### src/rtl/gray_pkg.sv
// -----------------------------------------------------------------------------
// gray_pkg
// Shared definitions for the 4-bit Gray code path.
//   GRAY_WIDTH  - default Gray/binary word width
//   GRAY_ERR_W  - default width of the step-violation counter
//   GRAY_MAX_W  - widest word the helper functions handle (legal widths 2..16)
//   track_state_t - step tracker states (ST_FIRST, ST_TRACK)
//   gray2bin()  - pure Gray-to-binary decode, shared with encoder-side code
// -----------------------------------------------------------------------------
package gray_pkg;

    localparam int GRAY_WIDTH = 4;
    localparam int GRAY_ERR_W = 8;
    localparam int GRAY_MAX_W = 16;

    typedef enum logic {
        ST_FIRST = 1'b0,
        ST_TRACK = 1'b1
    } track_state_t;

    // Decodes a zero-extended Gray word. Leading zero Gray bits decode to
    // leading zero binary bits, so callers of any width up to GRAY_MAX_W can
    // zero-extend, decode, and truncate back to their own width.
    function automatic logic [GRAY_MAX_W-1:0] gray2bin(input logic [GRAY_MAX_W-1:0] gray);
        logic [GRAY_MAX_W-1:0] bin;
        // NOTE: blocking assignments inside a function build a combinational
        // ripple; each bit depends on the bit just computed above it.
        bin[GRAY_MAX_W-1] = gray[GRAY_MAX_W-1];
        for (int i = GRAY_MAX_W - 2; i >= 0; i--) begin
            bin[i] = bin[i+1] ^ gray[i];
        end
        return bin;
    endfunction

endpackage

### src/rtl/gray_step_checker.sv
// -----------------------------------------------------------------------------
// gray_step_checker
// Combinational comparison of two successive Gray samples.
//   prev_gray, new_gray : previous / current Gray samples
//   prev_bin,  new_bin  : their decoded binary values
//   multi_bit           : more than one Gray bit changed (step violation)
//   is_inc              : new_bin == prev_bin + 1 modulo 2^WIDTH
// -----------------------------------------------------------------------------
module gray_step_checker #(
    parameter int WIDTH = 4
) (
    input  logic [WIDTH-1:0] prev_gray,
    input  logic [WIDTH-1:0] new_gray,
    input  logic [WIDTH-1:0] prev_bin,
    input  logic [WIDTH-1:0] new_bin,
    output logic             multi_bit,
    output logic             is_inc
);

    logic [WIDTH-1:0] diff;
    logic [WIDTH-1:0] prev_plus1;

    assign diff       = prev_gray ^ new_gray;
    // A word with more than one bit set has a non-zero value after clearing
    // its lowest set bit; cheaper than a full population count.
    assign multi_bit  = |(diff & (diff - WIDTH'(1)));
    // Natural WIDTH-bit wrap makes 2^WIDTH-1 -> 0 a legal increment.
    assign prev_plus1 = prev_bin + WIDTH'(1);
    assign is_inc     = (new_bin == prev_plus1);

endmodule

### src/rtl/gray_decoder_tracker.sv
// -----------------------------------------------------------------------------
// gray_decoder_tracker
// Streaming Gray-to-binary decoder with a single-entry registered output and
// an optional step tracker that checks the single-bit-change rule.
//
// Build option: define GRAY_STEP_CHECK_EN to include the step tracker; when
// undefined, dir, step_err and err_count are tied to 0.
//
// Ports:
//   clk        clock, rising edge
//   rst        asynchronous active-high reset
//   in_valid   Gray sample present on gray_in
//   in_ready   block can accept a sample this cycle
//   gray_in    Gray-coded sample, MSB is bit WIDTH-1
//   out_valid  bin_out and status outputs hold a decoded result
//   out_ready  consumer accepts the result this cycle
//   bin_out    decoded binary value
//   dir        1 = last step was +1 mod 2^WIDTH, 0 = -1 or hold
//   step_err   current result violated the single-bit-change rule
//   err_count  saturating count of step violations since reset
// -----------------------------------------------------------------------------
module gray_decoder_tracker
    import gray_pkg::*;
#(
    parameter int WIDTH = GRAY_WIDTH,
    parameter int ERR_W = GRAY_ERR_W
) (
    input  logic             clk,
    input  logic             rst,
    input  logic             in_valid,
    output logic             in_ready,
    input  logic [WIDTH-1:0] gray_in,
    output logic             out_valid,
    input  logic             out_ready,
    output logic [WIDTH-1:0] bin_out,
    output logic             dir,
    output logic             step_err,
    output logic [ERR_W-1:0] err_count
);

    logic             accept;
    logic [WIDTH-1:0] new_bin;

    // The output register drains and reloads on the same edge, so a full
    // buffer still accepts whenever the consumer is taking the current result.
    assign in_ready = !out_valid || out_ready;
    assign accept   = in_valid && in_ready;
    assign new_bin  = WIDTH'(gray2bin(GRAY_MAX_W'(gray_in)));

    // -------------------------------------------------------------------------
    // Output stage
    // -------------------------------------------------------------------------
    // NOTE: sequential state uses non-blocking assignments so every register
    // samples the pre-edge values, independent of statement order.
    always_ff @(posedge clk or posedge rst) begin
        if (rst) begin
            out_valid <= 1'b0;
            bin_out   <= '0;
        end else if (accept) begin
            out_valid <= 1'b1;
            bin_out   <= new_bin;
        end else if (out_ready) begin
            out_valid <= 1'b0;
        end
    end

`ifdef GRAY_STEP_CHECK_EN
    // -------------------------------------------------------------------------
    // Step tracker
    // -------------------------------------------------------------------------
    track_state_t     state_q;
    track_state_t     state_d;
    logic [WIDTH-1:0] prev_gray_q;
    logic [WIDTH-1:0] prev_bin;
    logic             multi_bit;
    logic             is_inc;
    logic             step_err_d;
    logic             dir_d;
    logic             step_err_q;
    logic             dir_q;
    logic [ERR_W-1:0] err_count_q;

    assign prev_bin = WIDTH'(gray2bin(GRAY_MAX_W'(prev_gray_q)));

    gray_step_checker #(
        .WIDTH (WIDTH)
    ) u_step_checker (
        .prev_gray (prev_gray_q),
        .new_gray  (gray_in),
        .prev_bin  (prev_bin),
        .new_bin   (new_bin),
        .multi_bit (multi_bit),
        .is_inc    (is_inc)
    );

    always_ff @(posedge clk or posedge rst) begin
        if (rst) begin
            state_q <= ST_FIRST;
        end else begin
            state_q <= state_d;
        end
    end

    always_comb begin
        // NOTE: every output of this block is given a default first so no
        // path leaves a signal unassigned and no latch is inferred.
        state_d    = state_q;
        step_err_d = 1'b0;
        dir_d      = 1'b0;
        case (state_q)
            ST_FIRST: begin
                // No history yet: the first sample can't be judged.
                if (accept) begin
                    state_d = ST_TRACK;
                end
            end
            ST_TRACK: begin
                step_err_d = multi_bit;
                // A +1 binary step is always a single Gray bit change, so
                // is_inc alone already excludes hold and -1.
                dir_d      = !multi_bit && is_inc;
            end
            default: begin
                state_d = ST_FIRST;
            end
        endcase
    end

    always_ff @(posedge clk or posedge rst) begin
        if (rst) begin
            prev_gray_q <= '0;
            step_err_q  <= 1'b0;
            dir_q       <= 1'b0;
            err_count_q <= '0;
        end else if (accept) begin
            // History advances on every accept, including violating samples,
            // so one bad sample is counted once rather than re-flagged.
            prev_gray_q <= gray_in;
            step_err_q  <= step_err_d;
            dir_q       <= dir_d;
            if (step_err_d && (err_count_q != {ERR_W{1'b1}})) begin
                err_count_q <= err_count_q + ERR_W'(1);
            end
        end
    end

    assign step_err  = step_err_q;
    assign dir       = dir_q;
    assign err_count = err_count_q;
`else
    assign step_err  = 1'b0;
    assign dir       = 1'b0;
    assign err_count = '0;
`endif

endmodule
### config.mk
export PLATFORM = sky130hd
export DESIGN_NAME = gray_decoder_tracker
export DESIGN_NICKNAME = d
export VERILOG_FILES = /design/src/rtl/gray_pkg.sv /design/src/rtl/gray_step_checker.sv /design/src/rtl/gray_decoder_tracker.sv
export SDC_FILE = /design/constraint.sdc
export NUM_CORES = 1
export LEC_CHECK = 0
export ABC_CLOCK_PERIOD_IN_PS = 2300
export CAP_MARGIN = 20
export CORE_AREA = 2 2 39 41
export DETAILED_ROUTE_END_ITERATION = 7
export DIE_AREA = 0 0 41 43
export GPL_ROUTABILITY_DRIVEN = 1
export HOLD_SLACK_MARGIN = 0.08
export PLACE_DENSITY_LB_ADDON = 0.08
export SKIP_LAST_GASP = 1
export SLEW_MARGIN = 20
export SYNTH_ARGS = -nofsm -noshare
export SYNTH_HDL_FRONTEND = slang
export SYNTH_HIERARCHICAL = 1
export SYNTH_SLANG_ARGS = --single-unit
### constraint.sdc
create_clock -name clk -period 2.3 [get_ports clk]
set_input_delay 0.345 -clock clk [delete_from_list [all_inputs] [get_ports clk]]
set_output_delay 0.345 -clock clk [all_outputs]
set_load 0.005 [all_outputs]
# After elaboration in Yosys (flattened, before gate mapping)
# Cells that the tools add are included.
[word_totals]
in_bits = 8
reg_bits = 5
out_inout_bits = 16
elab_cells = 11
[classes]
n_bitwise = 3
mux = 2
n_reduce_logical = 4
[ops]
columns = ["op", "n"]
rows = [
  ["XOR 1 bit", 3],
  ["two-way mux 1 bit", 2],
  ["nonzero test 2 bit", 1],
  ["logical AND 1 bit", 1],
  ["zero test 1 bit", 1],
  ["logical OR 1 bit", 1],
]

# Logic depth before layout (Yosys ltp)
[depth]
ltp_word = 4
mapped_depth = 3
mapped_depth_nobuf = 3

# Worst setup path before layout
# OpenSTA, ideal clock, no wires.
[synth_path]
path_kind = "input to register"
from = "input out_ready"
to = "register bin_out[0]"
path_stages = 3
t_required_ns = 2.175
setup_slack_ns = 1.189
setup_time_ns = 0.125
path_buffers = 0
arrival_ns = 0.986
cell_sequence = "nand2b_1 nand2_1 mux2_2"
[synth_via]
elab_chain_len = 2
[synth_lines]
columns = ["item", "line", "text"]
rows = [
  ["start: declaration", "gray_decoder_tracker.sv:34", "input logic out_ready,"],
  ["logical OR 1 bit", "gray_decoder_tracker.sv:46", "assign in_ready = !out_valid || out_ready;"],
  ["logical AND 1 bit", "gray_decoder_tracker.sv:47", "assign accept = in_valid && in_ready;"],
  ["end signal: assignment", "gray_decoder_tracker.sv:61", "bin_out <= new_bin;"],
  ["end: declaration", "gray_decoder_tracker.sv:35", "output logic [WIDTH-1:0] bin_out,"],
]
# No other way between the ends.
# A chain may end at the register's enable or synchronous reset.

# Worst setup path after layout
[layout_path]
from = "input out_ready"
to = "output in_ready"
[layout_via]
elab_chain_len = 1
[layout_lines]
columns = ["item", "line", "text"]
rows = [
  ["logical OR 1 bit", "gray_decoder_tracker.sv:46", ""],
  ["end: declaration", "gray_decoder_tracker.sv:31", "output logic in_ready,"],
]
# No other way between the ends.

==> flow_metrics.tcl <==
set metrics [dict create \
    outcome "completed" \
    pre_cts_ws_ns 0.524 \
    first_pass_iters 1 \
    cpPeakStageDelay_ns 0.51 \
    postCtsHoldBufs 0 \
    ys_seq_area_frac 0.402 \
    crit_slowest_cell "clkdlybuf4s50_1" \
    cap_viol_max_count 0 \
    dr_total_vias 200 \
    crit_required_ns 1.96 \
    first_global_vias 208 \
    grtUsageTotal 0.0816 \
    power.density_nw_per_um2 673 \
    hold_path_class "primary input to asynchronous set/reset pin" \
    cts_tree "built" \
    finalWorstSetupSlack_ns 0.526 \
    die-area_um2 1760 \
    drtIter0Drc 0 \
    mostFrequentLayoutCell "clkdlybuf4s50_1" \
    post_synth_main_area_contributors "dfrtp_1 40%, buf_4 24%, mux2_2 14%" \
    clock.fmax_mhz 564 \
    ys_types 10 \
    startpoint "out_ready" \
    crit_fanout 3 \
    utilization 0.323 \
    p_leak_nw 0.200 \
    rows 14 \
    slew_viol_final 0 \
    htree_num_levels 1 \
    core_um2 1380 \
    rsz0062_at_grt "no" \
    vdd_drop_max_mv 0.258 \
    drt-vias-per-instance 3.33 \
    clk_pin_slew_ns 0.04 \
    cp_cell_sequence "clkdlybuf4s50_1 > nand2b_1 > clkdlybuf4s50_1" \
    ys_ff_latch 5 \
    area_delta_synth_final_pct 43.4 \
    tns_ns 0 \
    critPathCapture "in_ready" \
    fin_hold_ws_ns 0.313 \
    synth_area_per_cell_um2 11.1 \
    timing.final.crit_period_ns 1.77 \
    die_x_um 41 \
    post-route-period-util 0.771 \
    reg2reg_from "out_valid$_DFFE_PP0P_" \
    r2r_cells 3 \
    diodes 0 \
    grt_max_degree 6 \
    regArea_um2 125 \
    layout-drive-gt1-share 0.182 \
    initial_core_util 0.225 \
    worstSetupStartpointType "primary input" \
    synth_area_leader_cell "dfrtp_1" \
    crit_top_cell "clkdlybuf4s50_1" \
    grt_pass1_wl_um 890 \
    ios 24 \
    cts_setup_buffers 0 \
    cp.arrival_ns 1.43 \
    place_hpwl_um 456 \
    cts_made_buffers 3 \
    cts_root_buf "clkbuf_4" \
    io_buffers 13 \
    clock_latency_ns 0.24 \
    drc 0 \
    nets 53 \
    synth-warning-count 6 \
    finalHoldViolations 0 \
    rrSetupSlack_ns 1.23 \
    setup_violations 0 \
    multi_input_area_um2 141 \
    clock_skew_ns 0.000920 \
    clock_sinks 5 \
    ant_nets 0 \
    r2r-end "bin_out[1]$_DFFE_PP0P_" \
    worst_setup_path_end_kind "output pin" \
    final_cell_mix "13 x clkdlybuf4s50_1, 10 x conb_1, 5 x dfrtp_1" \
    synth_area_um2 312 \
    yosysTopAreaCellShare 0.402 \
    critPathKind "primary input to output pin" \
    clk_path_buf_depth 2 \
    synthCells 28 \
    ctsResizeCount 0 \
    grt_overflow 0 \
    grt_antenna_before_repair 0 \
    routed_wl_um 535 \
    avgRoutedWirePerCell_um 8.92 \
    fillers 145 \
    gp_congestion 0.609 \
    die-height_um 43 \
]
power breakdown:
group	leakage, nW	internal, mW	switching (mW)
clock network	0.0150	0.0655	0.0351
logic	0.127	0.0593	0.0283
registers	0.0576	0.105	0.00735
stage by stage:
| step | cell area (um2) | power [mW] | std cells |
|---|---|---|---|
| 6_report | 447 | 0.301 | 60 |
| 5_1_grt | 447 | 0.323 | 60 |
| 4_1_cts | 447 | 0.309 | 60 |
| 3_5_place_dp | 420 | 0.203 | 56 |
| 3_3_place_gp | 420 | 0.202 | 56 |
| 2_1_floorplan | 345 | 0.160 | 37 |
layer usage:
| layer | GRT usage | vias up | part of all wire |
|---|---|---|---|
| met5 | 0 | - | 0 |
| met4 | 0.0800 | 0 | 0.026 |
| met3 | 0.0471 | 2 | 0.067 |
| met2 | 0.0906 | 9 | 0.50 |
| met1 | 0.101 | 91 | 0.41 |
| li1 | - | 98 | - |
flip-flops by register name (all words and copies together), names as in the netlist:
register and cells:
bin_out 4, out_valid 1
area by class of cell:
cell class / count / share of cell area
Clock buffer: 4 / 0.0588
Inverter: 1 / 0.00840
Multi-Input combinational cell: 21 / 0.317
Sequential cell: 5 / 0.280
Tap cell: 16 / 0.0448
Timing Repair Buffer: 13 / 0.291
worst min path at each step:
stage / start / endpoint / slack, ns
floorplan: rst / bin_out[0]$_DFFE_PP0P_ / 0.12
global placement: bin_out[3]$_DFFE_PP0P_ / bin_out[3]$_DFFE_PP0P_ / 0.49
detailed placement: bin_out[2]$_DFFE_PP0P_ / bin_out[2]$_DFFE_PP0P_ / 0.50
CTS: rst / bin_out[2]$_DFFE_PP0P_ / 0.31
global route: rst / bin_out[2]$_DFFE_PP0P_ / 0.32
finish: rst / bin_out[2]$_DFFE_PP0P_ / 0.31
cells by family after synthesis:
| logic type | Yosys count | share of synthesized area |
|---|---|---|
| buffers and inverters | 11 | 0.253 |
| DFF | 5 | 0.402 |
| xor gates and xnor gates | 4 | 0.137 |
| muxes | 4 | 0.145 |
| and+or+nand+nor | 3 | 0.0522 |
| other | 1 | 0.0120 |
critical path, delay by kind of cell:
kind	cells	cell delay, ns
buffers and inverters	2	0.95
and+or+nand+nor	1	0.13
Yosys cell counts:
| cell type | n |
|---|---|
| xor2_2 | 1 |
| mux2_2 | 4 |
| nand2_1 | 1 |
| dfrtp_1 | 5 |
| buf_4 | 10 |
| inv_1 | 1 |
| xnor2_1 | 2 |
| conb_1 | 1 |
| xor2_1 | 1 |
| nand2b_1 | 2 |
Note: power is estimated with default switching activity, not from simulation.
